<file path="src/rtl/mem_arbiter_pkg.sv">
`default_nettype none
// ============================================================================
// mem_arbiter_pkg : shared encodings for the main-memory arbiter
// Revision: 1.0
// ============================================================================
package mem_arbiter_pkg;

  typedef enum logic [1:0] {
    ARB_IDLE = 2'd0,
    ARB_BUSY = 2'd1,
    ARB_DONE = 2'd2
  } arb_state_t;

  localparam logic [1:0] ARB_GNT_NONE = 2'd0;
  localparam logic [1:0] ARB_GNT_IC   = 2'd1;
  localparam logic [1:0] ARB_GNT_DCR  = 2'd2;
  localparam logic [1:0] ARB_GNT_DCW  = 2'd3;

  localparam logic MEM_READ  = 1'b0;
  localparam logic MEM_WRITE = 1'b1;

endpackage
`default_nettype wire

</file>
<file path="src/rtl/arb_pick.sv">
`default_nettype none
// ============================================================================
// arb_pick : combinational fixed-priority selector with starvation override
// Revision: 1.0
// ============================================================================
module arb_pick
  import mem_arbiter_pkg::*;
(
  input  logic       ic_req,
  input  logic       dcr_req,
  input  logic       dcw_req,
  input  logic       starve,
  output logic [1:0] gnt
);

  always_comb begin
    gnt = ARB_GNT_NONE;
    if (ic_req && starve)  gnt = ARB_GNT_IC;
    else if (dcw_req)      gnt = ARB_GNT_DCW;
    else if (dcr_req)      gnt = ARB_GNT_DCR;
    else if (ic_req)       gnt = ARB_GNT_IC;
  end

endmodule
`default_nettype wire

</file>
<file path="src/rtl/mem_arbiter.sv">
`default_nettype none
// ============================================================================
// mem_arbiter : one-line-at-a-time arbiter of the memory port between
//               Icache read, Dcache refill and Dcache write-back
// Revision: 1.0
// ============================================================================
module mem_arbiter
  import mem_arbiter_pkg::*;
#(
  parameter int ADDR_W       = 32,
  parameter int LINE_W       = 128,
  parameter int STARVE_LIMIT = 4
) (
  input  logic              clk,
  input  logic              reset,
  input  logic              ic_read_req,
  input  logic [ADDR_W-1:0] ic_read_addr,
  output logic              ic_read_ack,
  output logic [LINE_W-1:0] ic_read_data,
  input  logic              dc_read_req,
  input  logic [ADDR_W-1:0] dc_read_addr,
  output logic              dc_read_ack,
  output logic [LINE_W-1:0] dc_read_data,
  input  logic              dc_write_req,
  input  logic [ADDR_W-1:0] dc_write_addr,
  input  logic [LINE_W-1:0] dc_write_data,
  output logic              dc_write_ack,
  output logic              mem_enable,
  output logic              mem_rw,
  input  logic              mem_ack,
  output logic [ADDR_W-1:0] mem_addr,
  input  logic [LINE_W-1:0] mem_data_in,
  output logic [LINE_W-1:0] mem_data_out,
  output logic [1:0]        grant_id
);

  localparam int CNT_W = $clog2(STARVE_LIMIT + 1);

  arb_state_t       state, state_nxt;
  logic [CNT_W-1:0] r_starve_cnt;
  logic [1:0]       w_pick;
  logic             w_starve;

  assign w_starve = (r_starve_cnt == CNT_W'(STARVE_LIMIT));

  arb_pick u_pick (
    .ic_req  (ic_read_req),
    .dcr_req (dc_read_req),
    .dcw_req (dc_write_req),
    .starve  (w_starve),
    .gnt     (w_pick)
  );

  always_ff @(posedge clk or negedge reset) begin
    if (!reset) state <= ARB_IDLE;
    else        state <= state_nxt;
  end

  // DONE always returns to IDLE so a just-acked requester has a cycle to drop req
  always_comb begin
    state_nxt = state;
    case (state)
      ARB_IDLE: if (w_pick != ARB_GNT_NONE) state_nxt = ARB_BUSY;
      ARB_BUSY: if (mem_ack)                state_nxt = ARB_DONE;
      ARB_DONE:                             state_nxt = ARB_IDLE;
      default:                              state_nxt = ARB_IDLE;
    endcase
  end

  always_ff @(posedge clk or negedge reset) begin
    if (!reset) begin
      ic_read_ack  <= 1'b0;
      dc_read_ack  <= 1'b0;
      dc_write_ack <= 1'b0;
      ic_read_data <= '0;
      dc_read_data <= '0;
      mem_enable   <= 1'b0;
      mem_rw       <= MEM_READ;
      mem_addr     <= '0;
      mem_data_out <= '0;
      grant_id     <= ARB_GNT_NONE;
    end else begin
      ic_read_ack  <= 1'b0;
      dc_read_ack  <= 1'b0;
      dc_write_ack <= 1'b0;
      case (state)
        ARB_IDLE: begin
          if (w_pick != ARB_GNT_NONE) begin
            grant_id   <= w_pick;
            mem_enable <= 1'b1;
            mem_rw     <= (w_pick == ARB_GNT_DCW) ? MEM_WRITE : MEM_READ;
            case (w_pick)
              ARB_GNT_IC:  mem_addr <= ic_read_addr;
              ARB_GNT_DCR: mem_addr <= dc_read_addr;
              default: begin
                mem_addr     <= dc_write_addr;
                mem_data_out <= dc_write_data;
              end
            endcase
          end
        end
        ARB_BUSY: begin
          if (mem_ack) begin
            mem_enable   <= 1'b0;
            ic_read_ack  <= (grant_id == ARB_GNT_IC);
            dc_read_ack  <= (grant_id == ARB_GNT_DCR);
            dc_write_ack <= (grant_id == ARB_GNT_DCW);
            if (grant_id == ARB_GNT_IC)  ic_read_data <= mem_data_in;
            if (grant_id == ARB_GNT_DCR) dc_read_data <= mem_data_in;
          end
        end
        ARB_DONE: grant_id <= ARB_GNT_NONE;
        default: ;
      endcase
    end
  end

  // Counts Dcache wins while the Icache waits; any edge without an Icache request clears it
  always_ff @(posedge clk or negedge reset) begin
    if (!reset) begin
      r_starve_cnt <= '0;
    end else if (!ic_read_req) begin
      r_starve_cnt <= '0;
    end else if (state == ARB_IDLE) begin
      if (w_pick == ARB_GNT_IC)
        r_starve_cnt <= '0;
      else if (w_pick != ARB_GNT_NONE && !w_starve)
        r_starve_cnt <= r_starve_cnt + CNT_W'(1);
    end
  end

endmodule
`default_nettype wire

</file>
<file path="config.mk">
export PLATFORM = sky130hd
export DESIGN_NAME = mem_arbiter
export DESIGN_NICKNAME = d
export VERILOG_FILES = /design/src/rtl/mem_arbiter_pkg.sv /design/src/rtl/arb_pick.sv /design/src/rtl/mem_arbiter.sv
export SDC_FILE = /design/constraint.sdc
export NUM_CORES = 1
export LEC_CHECK = 0
export CORE_AREA = 2 2 308 310
export DETAILED_ROUTE_END_ITERATION = 10
export DIE_AREA = 0 0 310 312
export PLACE_DENSITY = 0.5
export SYNTH_ARGS = -nofsm -noshare
export SYNTH_HDL_FRONTEND = slang
export SYNTH_SLANG_ARGS = --single-unit
</file>
<file path="constraint.sdc">
create_clock -name clk -period 4.55 [get_ports clk]
set_input_delay 1.1375 -clock clk [delete_from_list [all_inputs] [get_ports clk]]
set_output_delay 1.1375 -clock clk [all_outputs]
set_load 0.02 [all_outputs]
</file>
### Word level (Yosys, flattened, before mapping)

Cells that the tools add are included.

* equality and inequality tests: 13
* muxes and demuxes: 24
* bitwise logic cells: 1
* add/sub/neg operators: 1
* reduce and logical (&&, ||, !) cells: 16

Operator list (count)
* $pmux 32 s2: 1
* $mux 2: 6
* $mux 3: 4
* $reduce_and 3->1: 4
* $eq 2x2->1 const B: 5
* $mux 1: 10
* $pmux 2 s2: 2
* $reduce_and 2->1: 4
* $eq 2x1->1 const B: 3
* $reduce_bool 2->1: 3
* $ne 2x2->1 const B: 2
* $add 3x1->3 const B: 1
* $eq 3x3->1 const B: 1
* $ne 3x1->1 const B: 1
* $logic_and 1x1->1: 2
* $logic_not 2->1: 1
* $ne 2x1->1 const B: 1
* $pmux 1 s2: 1
* $reduce_or 2->1: 1
* $logic_not 1->1: 1
* $not 1->1: 1

* output and inout bits: 423
* flip-flop bits (word level): 428

### Logic depth before layout (Yosys ltp)

Gate-level depths: netlist (run 1).

* depth after elaboration: 10
* mapped depth: 11

### Cells and area by module

Synthesis (run 1) repeated with hierarchy kept, for this count alone.

* cell total of the unflattened synthesis: 1053
* area, all modules: 16786.1 sq um

Modules (own cells, without submodules)
* mem_arbiter: instances 1, cells an instance 1049, area an instance 16763.6 sq um
* arb_pick: instances 1, cells an instance 4, area an instance 22.5 sq um

### Worst setup path before layout (run 1)

OpenSTA, ideal clock, no wires.

* path kind: input -> register
* start point: in ic_read_req
* end point: reg mem_data_out[107]
* slack: 1.617 ns
* arrival: 2.808 ns
* cell stages on the path: 9
* required time: 4.425 ns
* setup time: 0.125 ns
* cells stage by stage: clkbuf_1 > nand3_1 > o21ai_0 > inv_1 > ha_1 > nor3b_1 > buf_2 > buf_2 > mux2_2

* word-level cells in the longest chain between the ends: 8

RTL lines
* start: declaration: RTL line mem_arbiter.sv:16 `input logic ic_read_req,`
* $mux 1: RTL line arb_pick.sv:21 `else if (ic_req) gnt = ARB_GNT_IC;`
* $mux 2: RTL line arb_pick.sv:20 `else if (dcr_req) gnt = ARB_GNT_DCR;`
* $mux 2: RTL line arb_pick.sv:19 `else if (dcw_req) gnt = ARB_GNT_DCW;`
* $mux 2 *: RTL line arb_pick.sv:18 `if (ic_req && starve) gnt = ARB_GNT_IC;`
* $eq 2x1->1 or $eq 2x2->1 (tied branches): RTL line mem_arbiter.sv:92 `case (w_pick)`
* $reduce_or 2->1 (no line)
* $not 1->1 (no line)
* $reduce_and 3->1 (no line) *
* end signal: assignment: RTL line mem_arbiter.sv:97 `mem_data_out <= dc_write_data;`
* end: declaration: RTL line mem_arbiter.sv:33 `output logic [LINE_W-1:0] mem_data_out,`

Mark *: on every way between the ends. The rest lies on a longest branch, timed or not.
A chain may end at the register's enable or synchronous reset.

### Worst setup path after layout (run 1)

* start point: in ic_read_req
* end point: reg mem_data_out[58]

Same word-level chain as after synthesis.

==> results of run 1 <==
## kinds of logic after synthesis
family	share of synthesized area, %
flip-flops	60.9
multiplexers	29.1
AO/OA/AOI/OAI	4.84
buffers and inverters	3.27
AND/OR/NAND/NOR	1.37
adder cells (fa/ha/maj)	0.569
## area by class of cell
| cell class | count | area share (%) |
|---|---|---|
| clock buffers | 75 | 5.24 |
| multi-input cells | 559 | 22.1 |
| flip-flops and latches | 428 | 37.5 |
| inverters | 7 | 0.0920 |
| well taps | 1254 | 5.50 |
| repair buffers | 812 | 28.8 |
| clock inverters | 19 | 0.732 |
## power by group through the flow
stage	combinational, W	clock [W]	sequential (W)
2_1_floorplan	0.00270	0	0.00891
3_3_place_gp	0.00995	0	0.00673
6_report	0.00988	0.00418	0.00674
4_1_cts	0.0100	0.00436	0.00677
5_1_grt	0.0104	0.00451	0.00699
3_5_place_dp	0.00998	0	0.00678
## layout by cell type, fill, tap and decap left out, types with 3 or more instances in the layout
master / netlist / routed
a211oi_1: 33 / 33
a21o_1: 32 / 32
a21oi_1: 3 / 3
a22oi_1: 32 / 32
buf_12: 0 / 13
buf_4: 0 / 19
bufinv_16: 0 / 4
clkbuf_1: 19 / 11
clkbuf_16: 0 / 51
clkbuf_8: 0 / 13
clkdlybuf4s50_1: 0 / 779
clkinv_2: 0 / 11
dfrtp_1: 428 / 428
ha_1: 8 / 6
inv_1: 7 / 7
inv_6: 0 / 3
mux2_2: 176 / 176
mux2_4: 208 / 208
nor2_1: 35 / 35
o21ai_0: 8 / 8
## registers in the layout, summed over array words and instances (netlist names)
name and flops:
ic_read_ack 1, mem_rw 1, dc_write_ack 1, ic_read_data 128
r_starve_cnt 3, state 2, mem_enable 1, dc_read_data 128
mem_addr 32, mem_data_out 128, dc_read_ack 1, grant_id 2
## how the worst max path moves through the flow
| stage | start | end | slack, ns |
|---|---|---|---|
| floorplan | ic_read_req | mem_data_out[107] | 1.62 |
| global placement | dc_read_req | mem_addr[4] | 0.48 |
| detailed placement | ic_read_req | mem_addr[20] | 0.39 |
| CTS | ic_read_req | mem_addr[20] | 1.09 |
| global route | ic_read_req | mem_addr[21] | 1.23 |
| finish | ic_read_req | mem_data_out[58] | 1.38 |
## per-layer routing
layer	wire length, µm	up-vias
met5	13	-
met4	1790	2
met3	5040	96
met2	29800	468
met1	22800	6076
li1	-	5421
## metrics by stage
| step | std cells | hold WS [ns] | setup WS [ns] | instance area (µm²) |
|---|---|---|---|---|
| finish | 3154 | 0.473 | 1.38 | 28500 |
| detailed placement | 3060 | 0.466 | 0.394 | 26800 |
| global placement | 3060 | 0.461 | 0.479 | 26800 |
| CTS | 3154 | 0.479 | 1.09 | 28500 |
| global route | 3154 | 0.497 | 1.23 | 28500 |
| floorplan | 1060 | 0.491 | 1.62 | 17600 |
==> impl_results.md, run 1 <==
- Max Root-Sink Buffers: 3
- Multi-input gate area: 6320 µm²
- Distinct cells, synth: 35
- Hold WC Path Type: reg2reg
- Std-Cell Rows: 112
- Top-count cell post-synth: dfrtp_1
- Post-Syn Area: 17600 µm²
- GRT Util Overall: 11.9%
- Pwr Total: 0.0208 W
- Core footprint: 93000 µm²
- Crit-path most repeated cell: buf_12
- Max FO, Critical Path: 52
- Share of cells above drive strength 1: 26.7%
- Synth Instances: 1060
- Root Buffer: clkbuf_16
- Antenna Cells: 0
- Busiest grt layer: met2
- Setup TNS: 0 ns
- GRT met2 Usage: 20.8%
- Critical path endpoint category: flip-flop
- CTS Hold Bufs: 0
- First-pass GRT wire length: 88100 µm
- Area occupied by registers: 10700 µm²
- Syn avg cell area: 16.6 µm²
- Worst Path Required: 5.02 ns
- CP arrival: 3.64 ns
- PwrDens: 729 nW/µm²
- Synthesized Nets: 1426
- WP depth: 9
- Post-synth EDFFs: 0
- Max Clock Freq: 315 MHz
- Height of the die: 312 µm
- Total congestion overflow: 0
- Clock latency on the worst-skew pair: 0.60 ns
- Met1 GRT Util: 13.5%
- Final count of hold timing violations: 0
- Vias: 12.1k
- CTS buffer count: 51
- Max VDD drop: 0.395 mV
- R2R setup slack: 1.73 ns
- Post-CTS Setup Repair Bufs: 0
- Final net count: 2225
- Largest net degree at the start of global routing: 98
- Initial antenna violation count: 1
- CTS Sinks: 428
- Fraction of the yosys area taken by sequential cells: 60.9%
- Final Critical Period: 3.17 ns
- CTS tree: yes
- Drt via density: 3.82
- Slowest stage cell on the critical path: clkdlybuf4s50_1
- Part of the power in registers: 32.4%
- Synth async-reset ratio: 100%
- Yosys top cell area share: 60.9%
- Seq cells post-synth: 428
- Top FF cell, synth: dfrtp_1
- Reg2reg start: r_starve_cnt[0]
- DRT Pass-1 Iters: 4
- Status: complete, no violations
- Hold path depth: 1
- Total Die Area: 96700 µm²
- Final routed DRC violation total: 0
- Worst reg2reg path depth: 9
- HP Start: mem_addr[22]
- Detail Route Antenna Nets: 0
- WP buf/inv: 4
- Synth top area cells: dfrtp_1, mux2_4, mux2_2
- Top cells by count, synth: dfrtp_1, mux2_4, mux2_2, nor2_1, a211oi_1
- Layout area overhead: 62.2%
- Final Max Tran Viols: 0
- Unrepaired setup endpoints after global routing: no
- Max H-tree Level: 2
- Clk_skew: 0.0197 ns
- Comb pwr share: 47.5%
- Slew margin rel.: 36.0%
- Internal power: 0.0136 W
- CP Class: in2reg
- Part of the cycle the worst path needs: 69.8%
- Largest delay contributor family on the critical path: buffers and inverters
- Die span in x: 310 µm
- Filler cell count: 9376
- Drt total wl: 59500 µm
- Starting DRC count in detailed routing: 391
- Yosys warns: 0
- Critical Path Source Type: input pin
- CP peak stage delay: 0.56 ns
- GR Layer Usage met3: 4.20%
- Worst R2R End: r_starve_cnt[1]
- Port bufs: 780
- I/O pins: 781
- WHS Endpoint: mem_addr[22]
- Detail Placement HPWL: 44300 µm
- CTS-repair resized insts: 0
- Routability congestion estimate: 0.777
- Clock network fraction of total power: 20.1%
- Critical-path cell list: clkdlybuf4s50_1 > nand3_1 > o21ai_0 > inv_1 > ha_1 > nor3b_2 > buf_12 > buf_12 > mux2_2
- Static leakage: 11.9 nW
- Sw frac: 34.8%
- Wire per inst: 18.9 µm
- Initial core utilization: 18.9%
- Cell accounting for the most synthesized area: dfrtp_1
- Clock slew at reported path FFs: 0.06 ns
- Vias in the first global route: 13.4k
- Net switching power figure: 0.00724 W
- Final core occ: 30.7%
- Slew @ Worst Pin: 0.961 ns
- Number of max-cap violations: 0
- Final setup fails: 0
Power figures use the tool's default switching activity.
==> run 2: changes to the inputs <==
Settings changed: CORE_AREA 2 2 308 310 to 2 2 301 303, DIE_AREA 0 0 310 312 to 0 0 303 305, PLACE_DENSITY 0.5 to 0.53.
Clock period 4.55 ns to 2.7 ns, I/O delays scaled along.
==> run 2 against run 1 <==
Effect of this change:
- flip-flop and latch count unchanged
- utilization increased by 1.7 points
- worst setup slack lost 1.2 ns
- design area rose by 1.3%
- critical endpoint is now mem_addr[14]
- the run now ends with design-rule violations left
- total power increased by 68%
- clock power rose by 62%
- largest power group unchanged
- via count is 1.6% higher
- global-route usage grew 0.48 points
- non-clock buffer count increased by 43
- register-to-register slack got worse by 1.5 ns
- clock-buffer cell count grew 4
- routed wire length fell by 0.90%
==> impl_results.md, run 2 (synthesis results as in run 1) <==
- Status: finished, violations left
- Failing checks: design-rule violations
- Worst R2R End: mem_addr[14]
- Worst reg2reg path depth: 10
- Detail Placement HPWL: 45200 µm
- Largest regs: dc_read_data (128), ic_read_data (128), mem_data_out (128)
- Final Max Tran Viols: 0
- CTS Sinks: 428
- R2R setup slack: 0.21 ns
- Max Root-Sink Buffers: 3
- Height of the die: 305 µm
- Met2 wire len: 30000 µm
- PwrDens: 1210 nW/µm²
- Die span in x: 303 µm
- Final core occ: 32.4%
- Final routed DRC violation total: 46
- Initial core utilization: 19.7%
- Placed Area: 27200 µm²
- Final setup fails: 0
- Clock slew at reported path FFs: 0.07 ns
- Largest net degree at the start of global routing: 72
- Core footprint: 89300 µm²
- Static leakage: 12.1 nW
- Worst Path Required: 3.21 ns
- Routability congestion estimate: 0.808
- Clk_skew: 0.0255 ns
- Reg2reg start: r_starve_cnt[0]
- Critical path endpoint category: flip-flop
- Design Area, Final: 28900 µm²
- Wire per inst: 18.9 µm
- Hold_ws: 0.0387 ns
- Vias: 12.3k
- Max FO, Critical Path: 46
- Final net count: 2269
- Share of cells above drive strength 1: 28.2%
- Max H-tree Level: 2
- DRT Pass-1 Iters: 10
- Slew @ Worst Pin: 0.513 ns
- Final count of hold timing violations: 0
- GRT Util Overall: 12.4%
- Drt total wl: 59000 µm
- Slew margin rel.: 65.8%
- Total congestion overflow: 0
- Hold WC Path Type: in2async
- Drt via density: 3.94
- Max VDD drop: 0.571 mV
- CTS buffer count: 52
- Initial antenna violation count: 2
- Layout area overhead: 64.4%
- Part of the cycle the worst path needs: 92.2%
- Max Clock Freq: 402 MHz
- Most frequent cells in the layout: clkdlybuf4s50_1, dfrtp_1, mux2_4
- Vias in the first global route: 13.7k
- Met1 WL: 22100 µm
- Most common cell after layout, fill and taps aside: clkdlybuf4s50_1
- Std-Cell Rows: 110
- CTS tree: yes
- Detail Route Antenna Nets: 0
- Total Die Area: 92400 µm²
- First-pass GRT wire length: 88100 µm
- Critical Path Source Type: flip-flop
- Starting DRC count in detailed routing: 565
- Clock latency on the worst-skew pair: 0.59 ns
- Port bufs: 780
- CP Class: reg2reg
- Number of max-cap violations: 0
- Top Layer Used: met4
- CP arrival: 3.00 ns
- Final Critical Period: 2.49 ns
- Root Buffer: clkbuf_16
- I/O pins: 781
- Unrepaired setup endpoints after global routing: no
- Met3 WL post-DR: 5130 µm
-- run 2: cell types whose count changed in the layout (fill, tap and decap cells not counted), sizes merged --
cell	previous run	this run
clkinvlp	1	0
clkinv	11	7
diode	0	1
buf	33	76
bufinv	4	0
inv	10	8
clkbuf	75	79
-- run 2: cell type report --
type                       instances  area, µm²
fill                            8761      60400
sequential                       428      10700
timing repair buffer             855       8740
multi-input combinational        559       6320
clock buffer                      79       1590
tap                             1176       1470
clock inverter                     8       58.8
inverter                           7       26.3
antenna                            1       2.50
-- run 2: critical path, stage by stage (launching register included) --
cell and delay (ns):
dfrtp_1 0.38, inv_1 0.08, ha_1 0.24, a21bo_2 0.15, a21oi_1 0.10, buf_4 0.17, ha_1 0.21, or3_2 0.46
buf_12 0.20, a211oi_1 0.30, a21o_1 0.13
-- run 2: where the power goes --
group          switching, W  internal, W
Combinational       0.00754      0.00927
Clock               0.00275      0.00403
Sequential          0.00189      0.00954
Total                0.0122       0.0228
-- run 2: worst max path at each step --
stage	from	to	slack [ns]	cells past startpoint
detailed placement	dc_read_req	mem_data_out[50]	-0.79	8
global placement	dc_read_req	mem_data_out[69]	-0.81	8
CTS	r_starve_cnt[0]	mem_addr[14]	0.20	10
floorplan	ic_read_req	mem_data_out[107]	0.23	9
finish	r_starve_cnt[0]	mem_addr[14]	0.21	10
global route	r_starve_cnt[0]	mem_addr[14]	0.1	10
-- run 2: layer usage --
layer	vias up	GRT usage [%]
met3	98	4.06
li1	5502	-
met1	6158	14.0
met2	494	21.8
met5	-	0
met4	0	3.90
-- run 2: through the flow --
stage,TNS [ns],setup WS [ns],total power [W],instances
final,0,0.209,0.0350,3113
after floorplan,0,0.229,0.0196,1060
after global placement,-107.99,-0.807,0.0283,3024
after global routing,0,0.0986,0.0368,3113
after CTS,0,0.204,0.0356,3112
after detailed placement,-104.62,-0.792,0.0285,3024
-- run 2: timing repair --
action,CTS,global route
setup buffers,1,0
setup endpoints to repair,128,0
resized for setup,1,0
hold buffers,0,0
hold endpoints to repair,0,0
